File: config.mk
export PLATFORM = sky130hd
export DESIGN_NAME = vec_store_serializer
export DESIGN_NICKNAME = d
export VERILOG_FILES = /design/src/rtl/vec_store_serializer.sv
export SDC_FILE = /design/constraint.sdc
export NUM_CORES = 1
export LEC_CHECK = 0
export BUFFER_PORTS_ARGS = -buffer_cell sky130_fd_sc_hd__buf_2
export CAP_MARGIN = 20
export CORE_MARGIN = 2
export CORE_UTILIZATION = 30
export DETAILED_ROUTE_END_ITERATION = 8
export HOLD_SLACK_MARGIN = 0.08
export SYNTH_ARGS = -nofsm -noshare
export SYNTH_HDL_FRONTEND = slang
export SYNTH_SLANG_ARGS = --single-unit
File: constraint.sdc
create_clock -name clk -period 2.6 [get_ports clk]
set_input_delay 0.26 -clock clk [delete_from_list [all_inputs] [get_ports clk]]
set_output_delay 0.26 -clock clk [all_outputs]
set_load 0.01 [all_outputs]
File: src/rtl/vec_store_serializer.sv
// ---------------------------------------------------------------------------
// vec_store_serializer
//
// Serializes a scalar or an I-element packed vector into consecutive
// single-word memory writes, one word per clock, at ascending addresses.
// Address arithmetic wraps modulo 2^A.
//
// Optional feature: define VEC_STORE_MASK_EN to add the elem_mask input.
// A slot whose mask bit is 0 keeps its address and its cycle but does not
// assert mem_wren. A scalar store uses mask bit 0.
//
// Ports
//   clk           system clock, all state changes on the rising edge
//   rst           synchronous active-low reset
//   start         level request, sampled in IDLE
//   op_type       0 = scalar (one word), 1 = vector (I words)
//   base_address  address of element 0 or of the scalar
//   vector_data   packed vector, element k = [k*L +: L]
//   scalar_data   scalar word
//   elem_mask     per-element write mask (VEC_STORE_MASK_EN only)
//   mem_address   registered memory address
//   mem_wdata     registered memory write data
//   mem_wren      registered memory write enable
//   busy          high while in WRITE
//   finished      high while in DONE
// ---------------------------------------------------------------------------
module vec_store_serializer #(
    parameter int I = 20,
    parameter int L = 8,
    parameter int A = 16
) (
    input  logic             clk,
    input  logic             rst,
    input  logic             start,
    input  logic             op_type,
    input  logic [A-1:0]     base_address,
    input  logic [I*L-1:0]   vector_data,
    input  logic [L-1:0]     scalar_data,
`ifdef VEC_STORE_MASK_EN
    input  logic [I-1:0]     elem_mask,
`endif
    output logic [A-1:0]     mem_address,
    output logic [L-1:0]     mem_wdata,
    output logic             mem_wren,
    output logic             busy,
    output logic             finished
);

    localparam int CW = $clog2(I + 1);

    typedef enum logic [1:0] {
        IDLE,
        WRITE,
        DONE
    } state_t;

    state_t         state;
    logic [I*L-1:0] data_q;     // captured vector, shifted down one element per write
    logic [I*L-1:0] data_next;
    logic [CW-1:0]  count_q;    // words in this store (1 or I)
    logic [CW-1:0]  idx_q;      // index of the word currently driven
    logic           first_en;   // write enable for slot 0
    logic           next_en;    // write enable for the next slot

    assign data_next = data_q >> L;

`ifdef VEC_STORE_MASK_EN
    logic [I-1:0] mask_q;
    logic [I-1:0] mask_next;

    assign mask_next = mask_q >> 1;
    assign first_en  = elem_mask[0];
    assign next_en   = mask_next[0];
`else
    assign first_en  = 1'b1;
    assign next_en   = 1'b1;
`endif

    // NOTE: sequential state uses non-blocking assignments only, so every
    // register sees the pre-edge value of every other register.
    always_ff @(posedge clk) begin
        if (!rst) begin
            // NOTE: the reset is synchronous and clears the captured data as
            // well as the control state, so nothing from an aborted store
            // can leak into the next one.
            state       <= IDLE;
            data_q      <= '0;
            count_q     <= '0;
            idx_q       <= '0;
            mem_address <= '0;
            mem_wdata   <= '0;
            mem_wren    <= 1'b0;
            busy        <= 1'b0;
            finished    <= 1'b0;
`ifdef VEC_STORE_MASK_EN
            mask_q      <= '0;
`endif
        end else begin
            case (state)
                IDLE: begin
                    if (start) begin
                        // Capture edge: latch inputs and drive word 0 at once.
                        state       <= WRITE;
                        data_q      <= vector_data;
                        count_q     <= op_type ? CW'(I) : CW'(1);
                        idx_q       <= '0;
                        mem_address <= base_address;
                        mem_wdata   <= op_type ? vector_data[L-1:0] : scalar_data;
                        mem_wren    <= first_en;
                        busy        <= 1'b1;
`ifdef VEC_STORE_MASK_EN
                        mask_q      <= elem_mask;
`endif
                    end
                end

                WRITE: begin
                    if (idx_q == count_q - CW'(1)) begin
                        state    <= DONE;
                        mem_wren <= 1'b0;
                        busy     <= 1'b0;
                        finished <= 1'b1;
                    end else begin
                        idx_q       <= idx_q + CW'(1);
                        mem_address <= mem_address + A'(1);
                        mem_wdata   <= data_next[L-1:0];
                        data_q      <= data_next;
                        mem_wren    <= next_en;
`ifdef VEC_STORE_MASK_EN
                        mask_q      <= mask_next;
`endif
                    end
                end

                DONE: begin
                    // Stay here while start is held so a level request
                    // cannot retrigger; a new store needs start to drop.
                    if (!start) begin
                        state    <= IDLE;
                        finished <= 1'b0;
                    end
                end

                default: begin
                    state    <= IDLE;
                    mem_wren <= 1'b0;
                    busy     <= 1'b0;
                    finished <= 1'b0;
                end
            endcase
        end
    end

endmodule

==> results by group, run 1 <==
Global routing
  • Largest net degree at the start of global routing: a little under 90
  • Vias in the first global route: between 7000 and 8000
  • GRT Resource Usage Total: approximately 16%
  • First-pass GRT wire length: 38800 um
  • Total gr overflow: 0
  • Initial antenna violation count: 4

Setup path
  • Critical R2R Launch: count_q[0]
  • Worst Setup EP: mem_address[4]
  • R2r setup slk: around 0.30 ns
  • Max incr delay on CP: 0.39 ns
  • Slowest CP cell: dfxtp_1
  • CP delay by family, top: compound AO/OA/AOI/OAI gates
  • CP Cell Sequence: inv_1, ha_1, xor2_1, o2111a_1, o21ai_4, buf_12, buf_4, a21oi_1, a211oi_1
  • FF-to-FF path depth: 9
  • CP Buf/Inv Count: 3
  • Worst Path Max Fanout: 38
  • WP data arrival: 2.63 ns
  • Worst EP required: between 2 and 3 ns
  • Crit Path Class: flop to flop
  • CP Launch Type: flop
  • R2r endpoint: mem_address[4]
  • CP Capture Type: flop
  • CP startpoint: count_q[0]
  • Stages on worst setup path: 9

CTS
  • Worst-Skew Late Latency: 0.42 ns
  • CTS max path bufs: 2
  • Clock transition at path regs: around 0.070 ns
  • Number of gates resized after CTS: 0
  • Setup bufs post-CTS: 0
  • CTS tree: yes
  • Root Driver: clkbuf_16
  • Num CTS Buffers: 17
  • H-tree depth: 4
  • TritonCTS Sinks: roughly 190

Synthesis
  • Post-synth top cells: 336 x nand2_1, 188 x dfxtp_1, 135 x nor2_1
  • Most common cell in the netlist: nand2_1
  • Top FF cell, synth: dfxtp_1
  • Seq/Total Area, Yosys: 44.2%
  • Post-synth ARST share: 0%
  • Ys Warns: 0
  • Avg Cell Area, Syn: between 7 and 8 sq um
  • Yosys reg bits: 188
  • Cells after Synth: 1090
  • Most area-consuming cells after synthesis: dfxtp_1 44%, nand2_1 15%, a311oi_1 12%
  • Cell Area, Synth: 0.00852 sq mm
  • Syn nets: 1282
  • EDFF count, synth: 0
  • Number of library cell types mapped by synthesis: 44
  • Post-synth top area cell: dfxtp_1
  • Area share of the largest cell type after synthesis: 44.2%

Status
  • Outcome: finished, final reports clean

Power
  • Final Power: about 7.3 mW
  • Worst vdd ir: about 0.32 mV
  • P_leak: about 4.7 nW
  • Pwr/cell area: 685 mW/mm^2

Routing
  • DRC violations left: 0
  • WL per Instance: about 15 um
  • First-pass DRT Iterations: 4
  • Via density: roughly 5
  • DRT antenna net count: 0
  • Routed vias: 8213
  • 1st-iter DRT viols: between 500 and 600
  • Drt total wl: 24900 um

Timing
  • Final setup vio count: 0
  • Tcrit/Tclk final: 88.4%
  • Final setup margin: approximately 0.3 ns
  • Max Slew Vio Count: 0
  • Max-Slew Margin vs Limit: between 50% and 60%
  • Final worst path period need: around 2.3 ns
  • Clock Skew: 0.00951 ns
  • Final hold violation count: 0
  • Achievable frequency: about 440 MHz
  • Setup tns final: 0 ns
  • Unrepaired setup endpoints after global routing: false
  • Slew @ Worst Pin: 0.706 ns

Placed design
  • Post-Place Worst Slack: ~0.33 ns
  • Dpl hpwl: approximately 17000 um
  • GP Congestion: between 0.7 and 0.8
  • IO Port Bufs: around 210
  • Post-place instance area: between 0.009 and 0.01 sq mm

Min path
  • Min-Delay Path Class: primary input to flop

Layout
  • Synth-to-layout area growth: 25.9%
  • Fillers: 2916
  • Share of cells above drive strength 1: 21.9%
  • Fin area: 0.0107 sq mm
  • Final net count: between 1000 and 1500

Die
  • Row cnt: 61
  • IO Pins: ~220
  • Die Y: between 150 and 200 um
  • Core area: 0.0279 sq mm
  • Die width: roughly 170 um
  • Die Area: around 0.03 sq mm
  • Initial Util: between 30% and 40%

Run
  • Max-cap violations: 0
-- how the worst min path moves through the flow --
| stage | slack, ns | to | depth (start not counted) | from |
|---|---|---|---|---|
| global placement | 0.44 | mem_wdata[4] | 2 | mem_wdata[4] |
| CTS | 0.08 | data_q[110] | 3 | vector_data[110] |
| global route | 0.09 | data_q[57] | 3 | vector_data[57] |
| finish | 0.10 | data_q[57] | 3 | vector_data[57] |
| detailed placement | 0.44 | mem_wdata[3] | 2 | mem_wdata[3] |
| floorplan | 0.42 | data_q[100] | 2 | vector_data[100] |
-- sequential cells by signal, summed over array words and instances (netlist names), 2 cells and up --
signal / flops
idx_q: 5
mem_wdata: 8
data_q: 152
mem_address: 16
state: 2
count_q: 2
-- report_power, final --
group          switching [mW]  internal [mW]  total, mW
Combinational           0.749          0.553       1.30
Sequential              0.179           3.18       3.36
Clock                    1.20           1.48       2.68
-- routing by layer --
metal / wire (um) / GRT usage [%] / share of wire, % / vias to the layer above
li1: - / - / - / 4193
met1: 11600 / 21.8 / 46 / 3782
met2: 11400 / 26.5 / 46 / 225
met3: 1680 / 4.05 / 6.7 / 11
met4: 179 / 3.40 / 0.72 / 2
met5: 16 / 0 / 0.064 / -
-- worst register-to-register path: stages (launching register included) --
cell      delay [ns]
dfxtp_1         0.39
inv_1           0.06
ha_1            0.30
xor2_1          0.16
o2111a_1        0.21
o21ai_4         0.26
buf_12          0.24
buf_4           0.26
a21oi_1         0.09
a211oi_1        0.24
-- placed cells by master (no fill, tap or decap), types with 4 or more instances in the layout --
cell	instances
a21oi_1	27
a22oi_1	8
a311oi_1	119
a31oi_1	4
and3_1	4
buf_12	10
buf_2	214
buf_4	16
clkbuf_16	17
dfxtp_1	188
dlygate4sd3_1	20
ha_1	4
mux2i_1	8
nand2_1	336
nand3_1	37
nand4_1	6
nor2_1	135
nor2b_1	12
o211a_1	26
o211ai_1	10
o21ai_0	21
-- cell type report --
cell class	instances	area, sq um	area share (%)
clock inverter	12	135	1.26
sequential	188	3760	35.1
clock buffer	20	457	4.26
timing repair buffer	260	1590	14.8
inverter	3	13.8	0.128
antenna	3	7.51	0.0700
multi-input combinational	798	4280	39.9
tap	378	473	4.41
-- stage by stage --
step | cells | hold WS (ns) | utilization [%]
after floorplan | 1090 | 0.422 | -
after global placement | 1607 | 0.438 | 35.6
after detailed placement | 1607 | 0.443 | 35.6
after CTS | 1659 | 0.0801 | 38.5
after global routing | 1660 | 0.0863 | 38.5
final | 1662 | 0.102 | 38.5
-- repair_timing --
item	4_1_cts	5_1_grt
endpoints found under the hold margin	20	0
hold buffers	20	0
endpoints found under the setup margin	0	0
-- logic make-up (layout without fill, tap and decap cells) --
logic type                 after synthesis  after routing  synth area share (%)
AOI/OAI and AO/OA                      239            239                  22.4
xor gates and xnor gates                 3              3                 0.309
adders and majority gates                4              4                 0.588
buffers and inverters                  104            295                  5.95
DFF                                    188            188                  44.2
muxes                                    8              8                 0.940
other                                    0              3                     0
and+or+nand+nor                        544            544                  25.6
Power figures use the tool's default switching activity.
==> run 2: changes to the inputs <==
--- a/config.mk
+++ b/config.mk
@@ -5,12 +5,15 @@
 export SDC_FILE = /design/constraint.sdc
 export NUM_CORES = 1
 export LEC_CHECK = 0
-export BUFFER_PORTS_ARGS = -buffer_cell sky130_fd_sc_hd__buf_2
+export BUFFER_PORTS_ARGS = -buffer_cell sky130_fd_sc_hd__buf_4
 export CAP_MARGIN = 20
+export CELL_PAD_IN_SITES_DETAIL_PLACEMENT = 0
+export CELL_PAD_IN_SITES_GLOBAL_PLACEMENT = 1
 export CORE_MARGIN = 2
 export CORE_UTILIZATION = 30
 export DETAILED_ROUTE_END_ITERATION = 8
 export HOLD_SLACK_MARGIN = 0.08
+export PLACE_DENSITY_LB_ADDON = 0.1
 export SYNTH_ARGS = -nofsm -noshare
 export SYNTH_HDL_FRONTEND = slang
 export SYNTH_SLANG_ARGS = --single-unit
==> results by group, run 2 (synthesis gave the netlist of run 1 again) <==
Status
  • Outcome: finished, final reports clean

Setup path
  • CP Capture Type: flop
  • CP Launch Type: flop
  • Critical R2R Launch: count_q[0]
  • Worst EP required: between 2 and 3 ns
  • CP Cell Sequence: inv_1, ha_1, xor2_1, o2111a_1, o21ai_4, buf_12, buf_12, nor2_1, a311oi_1
  • Slowest CP cell: dfxtp_1
  • Stages on worst setup path: 9
  • CP startpoint: count_q[0]
  • Worst Path Max Fanout: 59
  • CP delay by family, top: compound AO/OA/AOI/OAI gates
  • CP dominant cell by count: buf_12
  • FF-to-FF path depth: 9
  • WP data arrival: about 2.6 ns
  • CP Buf/Inv Count: 3
  • Worst Setup EP: data_q[21]
  • R2r setup slk: approximately 0.29 ns
  • Max incr delay on CP: slightly below 0.4 ns
  • Crit Path Class: flop to flop
  • R2r endpoint: data_q[21]

Power
  • Pwr/cell area: 660 mW/mm^2
  • P_leak: 4.87 nW
  • Worst vdd ir: 0.370 mV

Layout
  • Most frequent cells in the layout: 336 x nand2_1, 227 x buf_4, 188 x dfxtp_1
  • Synth-to-layout area growth: 31.9%
  • Share of cells above drive strength 1: approximately 22%
  • Largest regs: data_q x152, mem_address x16, mem_wdata x8
  • Fillers: approximately 3000
  • Commonest non-fill, non-tap cell in the layout: nand2_1
  • Max reg flops: 152
  • Biggest register: data_q
  • Final net count: around 1500
  • Fin cells: roughly 1700

Timing
  • Unrepaired setup endpoints after global routing: false
  • Achievable frequency: about 430 MHz
  • Setup tns final: 0 ns
  • Final setup vio count: 0
  • Clock Skew: 0.0121 ns
  • Slew @ Worst Pin: approximately 0.68 ns
  • Max Slew Vio Count: 0
  • Final hold violation count: 0
  • Max-Slew Margin vs Limit: 54.9%
  • Final worst path period need: between 2 and 2.5 ns
  • Tcrit/Tclk final: about nine tenths

CTS
  • H-tree depth: 4
  • Root Driver: clkbuf_16
  • Num CTS Buffers: 17
  • Clock transition at path regs: around 0.080 ns
  • Setup bufs post-CTS: 0
  • Worst-Skew Late Latency: between 0.4 and 0.5 ns
  • CTS max path bufs: 2
  • CTS tree: yes
  • TritonCTS Sinks: 188

Min path
  • Min-Delay Path Class: primary input to flop

Routing
  • First-pass DRT Iterations: 5
  • Drt total wl: 26000 um
  • DRC violations left: 0
  • Via density: between 4 and 5
  • Routed vias: 8065
  • DRT antenna net count: 0
  • 1st-iter DRT viols: 422
  • WL per Instance: between 15 and 20 um

Global routing
  • Largest net degree at the start of global routing: 86
  • Vias in the first global route: 7752
  • Initial antenna violation count: 0
  • Total gr overflow: 0
  • GRT Resource Usage Total: 17.3%
  • First-pass GRT wire length: 40600 um

Placed design
  • Dpl hpwl: between 15000 and 20000 um
  • GP Congestion: 0.768
  • IO Port Bufs: about 210
  • Placed Instances: between 1500 and 2000

Die
  • Initial Util: a little under a third
  • Die Y: about 170 um
  • Die width: 172 um
  • Core area: ~0.028 sq mm
  • Row cnt: slightly above 60
  • IO Pins: ~220
  • Die Area: 0.0297 sq mm

Run
  • Max-cap violations: 0
-- run 2: changes by cell type in the layout (fill, tap and decap cells not counted), sizes merged, moves of 2 or more --
| cell | previous run | this run |
|---|---|---|
| inv | 6 | 9 |
| buf | 240 | 238 |
| clkinvlp | 3 | 1 |
| diode | 3 | 1 |
| dlygate4sd3 | 20 | 18 |
-- run 2: final cells by class --
| class | count | area, sq um | area share [%] |
|---|---|---|---|
| Multi-Input combinational cell | 798 | 4280 | 38.1 |
| Sequential cell | 188 | 3760 | 33.5 |
| Timing Repair Buffer | 256 | 2100 | 18.7 |
| Tap cell | 378 | 473 | 4.21 |
| Clock buffer | 19 | 443 | 3.94 |
| Clock inverter | 13 | 149 | 1.33 |
| Inverter | 3 | 13.8 | 0.123 |
| Antenna cell | 1 | 2.50 | 0.0223 |
-- run 2: timing repair --
action	4_1_cts	5_1_grt
endpoints found under the hold margin	18	0
hold buffers	18	0
resized for setup	0	0
endpoints found under the setup margin	0	0
-- run 2: where the power goes --
part | internal, mW | switching, mW | total, mW
combinational | 0.647 | 0.755 | 1.40
sequential | 3.18 | 0.182 | 3.36
clock | 1.39 | 1.25 | 2.64
-- run 2: tightest hold or removal path: stages --
cell and delay (ns):
buf_4 0.11, nand2_1 0.05, a311oi_1 0.08
-- run 2: worst min path at each step --
stage,start,endpoint,slack (ns),cells after the start
2_1_floorplan,vector_data[100],data_q[100],0.42,2
3_3_place_gp,mem_wdata[6],mem_wdata[6],0.44,2
3_5_place_dp,mem_wdata[5],mem_wdata[5],0.45,2
4_1_cts,vector_data[159],data_q[159],0.08,3
5_1_grt,vector_data[75],data_q[75],0.09,3
6_report,vector_data[43],data_q[43],0.10,3
-- run 2: stage by stage --
stage	power [mW]	worst slack (ns)	instance area, sq um	hold slack (ns)	util, %
floorplan	4.26	0.696	8520	0.422	-
CTS	7.53	0.276	11200	0.0802	40.3
detailed placement	4.84	0.315	10500	0.448	37.5
global route	7.83	0.0771	11200	0.0875	40.3
finish	7.41	0.287	11200	0.100	40.3
global placement	4.82	0.401	10500	0.443	37.5
-- run 2: per-layer routing --
| layer | vias to the layer above | GRT usage [%] | routed length, um |
|---|---|---|---|
| met3 | 8 | 4.10 | 1430 |
| met1 | 3707 | 23.9 | 12500 |
| li1 | 4178 | - | - |
| met4 | 0 | 3.76 | 205 |
| met5 | - | 0 | 0 |
| met2 | 172 | 27.5 | 11900 |
==> run 3: changes to the inputs <==
--- a/config.mk
+++ b/config.mk
@@ -13,7 +13,7 @@
 export CORE_UTILIZATION = 30
 export DETAILED_ROUTE_END_ITERATION = 8
 export HOLD_SLACK_MARGIN = 0.08
-export PLACE_DENSITY_LB_ADDON = 0.1
+export PLACE_DENSITY = 0.63
 export SYNTH_ARGS = -nofsm -noshare
 export SYNTH_HDL_FRONTEND = slang
 export SYNTH_SLANG_ARGS = --single-unit
==> results by group, run 3 (synthesis gave the netlist of run 1 again) <==
Layout
  • Synth-to-layout area growth: 30.4%
  • Fin cells: 1647
  • Biggest register: data_q
  • Max reg flops: between 150 and 200
  • Share of cells above drive strength 1: between 20% and 30%
  • Final net count: 1447
  • Fillers: slightly below 3000
  • Largest regs: data_q x152, mem_address x16, mem_wdata x8
  • Commonest non-fill, non-tap cell in the layout: nand2_1
  • Most frequent cells in the layout: 336 x nand2_1, 225 x buf_4, 188 x dfxtp_1

Routing
  • Via density: between 4 and 5
  • 1st-iter DRT viols: between 500 and 600
  • Drt total wl: roughly 26000 um
  • DRC violations left: 0
  • WL per Instance: 15.9 um
  • First-pass DRT Iterations: 4
  • Routed vias: around 8000
  • DRT antenna net count: 0

Power
  • P_leak: about 4.8 nW
  • Worst vdd ir: 0.453 mV
  • Pwr/cell area: about 660 mW/mm^2
  • Final Power: between 7 and 8 mW

Die
  • Die Y: roughly 170 um
  • Core area: approximately 0.028 sq mm
  • Initial Util: a little over 30%
  • Die width: approximately 170 um
  • Row cnt: 61
  • Die Area: 0.0297 sq mm
  • IO Pins: 215

Timing
  • Tcrit/Tclk final: between 80% and 90%
  • Setup tns final: 0 ns
  • Final setup vio count: 0
  • Final hold violation count: 0
  • Max Slew Vio Count: 0
  • Slew @ Worst Pin: ~0.70 ns
  • Clock Skew: about 0.016 ns
  • Max-Slew Margin vs Limit: 53.2%
  • Final worst path period need: about 2.3 ns
  • Achievable frequency: around 430 MHz
  • Unrepaired setup endpoints after global routing: false

Setup path
  • Max incr delay on CP: 0.40 ns
  • Slowest CP cell: buf_12
  • Worst EP required: a little under 3 ns
  • R2r endpoint: data_q[103]
  • Worst Path Max Fanout: roughly 120
  • CP Buf/Inv Count: 2
  • CP Capture Type: flop
  • CP Cell Sequence: inv_1, ha_1, xor2_1, o2111a_1, o21ai_4, buf_12, nor2_1, a311oi_1
  • CP delay by family, top: compound AO/OA/AOI/OAI gates
  • CP startpoint: count_q[0]
  • Worst Setup EP: data_q[103]
  • CP Launch Type: flop
  • WP data arrival: 2.66 ns
  • Critical R2R Launch: count_q[0]
  • Stages on worst setup path: 8
  • Crit Path Class: flop to flop
  • R2r setup slk: ~0.28 ns
  • FF-to-FF path depth: 8

CTS
  • CTS tree: yes
  • Clock transition at path regs: 0.08 ns
  • Num CTS Buffers: 17
  • Root Driver: clkbuf_16
  • Setup bufs post-CTS: 0
  • CTS max path bufs: 2
  • TritonCTS Sinks: between 150 and 200
  • Worst-Skew Late Latency: 0.43 ns
  • H-tree depth: 4

Placed design
  • GP Congestion: about 0.74
  • Dpl hpwl: 17600 um
  • IO Port Bufs: 214
  • Placed Instances: 1603

Run
  • Max-cap violations: 0

Status
  • Outcome: finished, final reports clean

Global routing
  • Met2 Track Usage GR: 27.4%
  • Total gr overflow: 0
  • Largest net degree at the start of global routing: about 120
  • Most used routing layer: met2
  • Vias in the first global route: 7600
  • Grt met3 use: under 10%
  • First-pass GRT wire length: 40500 um
  • GRT Resource Usage Total: 17.3%
  • Met1 usage: 23.6%
  • Initial antenna violation count: 3

Min path
  • Min-Delay Path Class: primary input to flop
[run 3: changes by cell type in the layout (fill, tap and decap cells not counted), sizes merged]
cell,before,now
buf,238,236
clkinvlp,1,2
clkbuf,19,17
dlygate4sd3,18,11
diode,1,2
inv,9,10
bufinv,1,0
[run 3: tightest hold or removal path: cells and delay by family]
kind,cells,cell delay (ns)
buf+inv,1,0.11
simple gates,1,0.05
compound gates,1,0.07
[run 3: final cells by class]
type | count | area (sq um) | share of cell area (%)
repair buffers | 247 | 2020 | 18.2
clock inverters | 14 | 129 | 1.16
diodes | 2 | 5.00 | 0.0451
multi-input cells | 798 | 4280 | 38.5
inverters | 3 | 13.8 | 0.124
clock buffers | 17 | 425 | 3.83
flip-flops and latches | 188 | 3760 | 33.9
well taps | 378 | 473 | 4.26
[run 3: timing repair]
item | 4_1_cts | 5_1_grt
gates resized for setup | 0 | 0
hold buffers | 4 | 7
hold endpoints to repair | 4 | 7
[run 3: how the worst min path moves through the flow]
stage	from	endpoint	slack, ns	cells after the start
5_1_grt	vector_data[52]	data_q[52]	0.08	3
3_3_place_gp	mem_wdata[5]	mem_wdata[5]	0.44	2
4_1_cts	vector_data[106]	data_q[106]	0.08	3
3_5_place_dp	mem_wdata[0]	mem_wdata[0]	0.44	2
6_report	vector_data[35]	data_q[35]	0.1	3
2_1_floorplan	vector_data[100]	data_q[100]	0.42	2
[run 3: per-stage QoR]
stage	hold WS [ns]	cell area, sq um	util, %	worst slack (ns)
3_5_place_dp	0.444	10400	37.5	0.304
2_1_floorplan	0.422	8520	-	0.696
5_1_grt	0.0800	11100	39.9	0.0991
6_report	0.0992	11100	39.9	0.278
3_3_place_gp	0.439	10400	37.5	0.353
4_1_cts	0.0802	11000	39.6	0.297
[run 3: metal layers]
metal	share of wire, %	wire, um
met2	45	11700
met1	48	12600
met3	6.1	1590
met5	0.034	9
met4	0.89	232
[run 3: where the power goes]
group	total (mW)	switching (mW)	internal, mW
sequential	3.37	0.186	3.18
clock	2.53	1.27	1.26
combinational	1.38	0.746	0.634
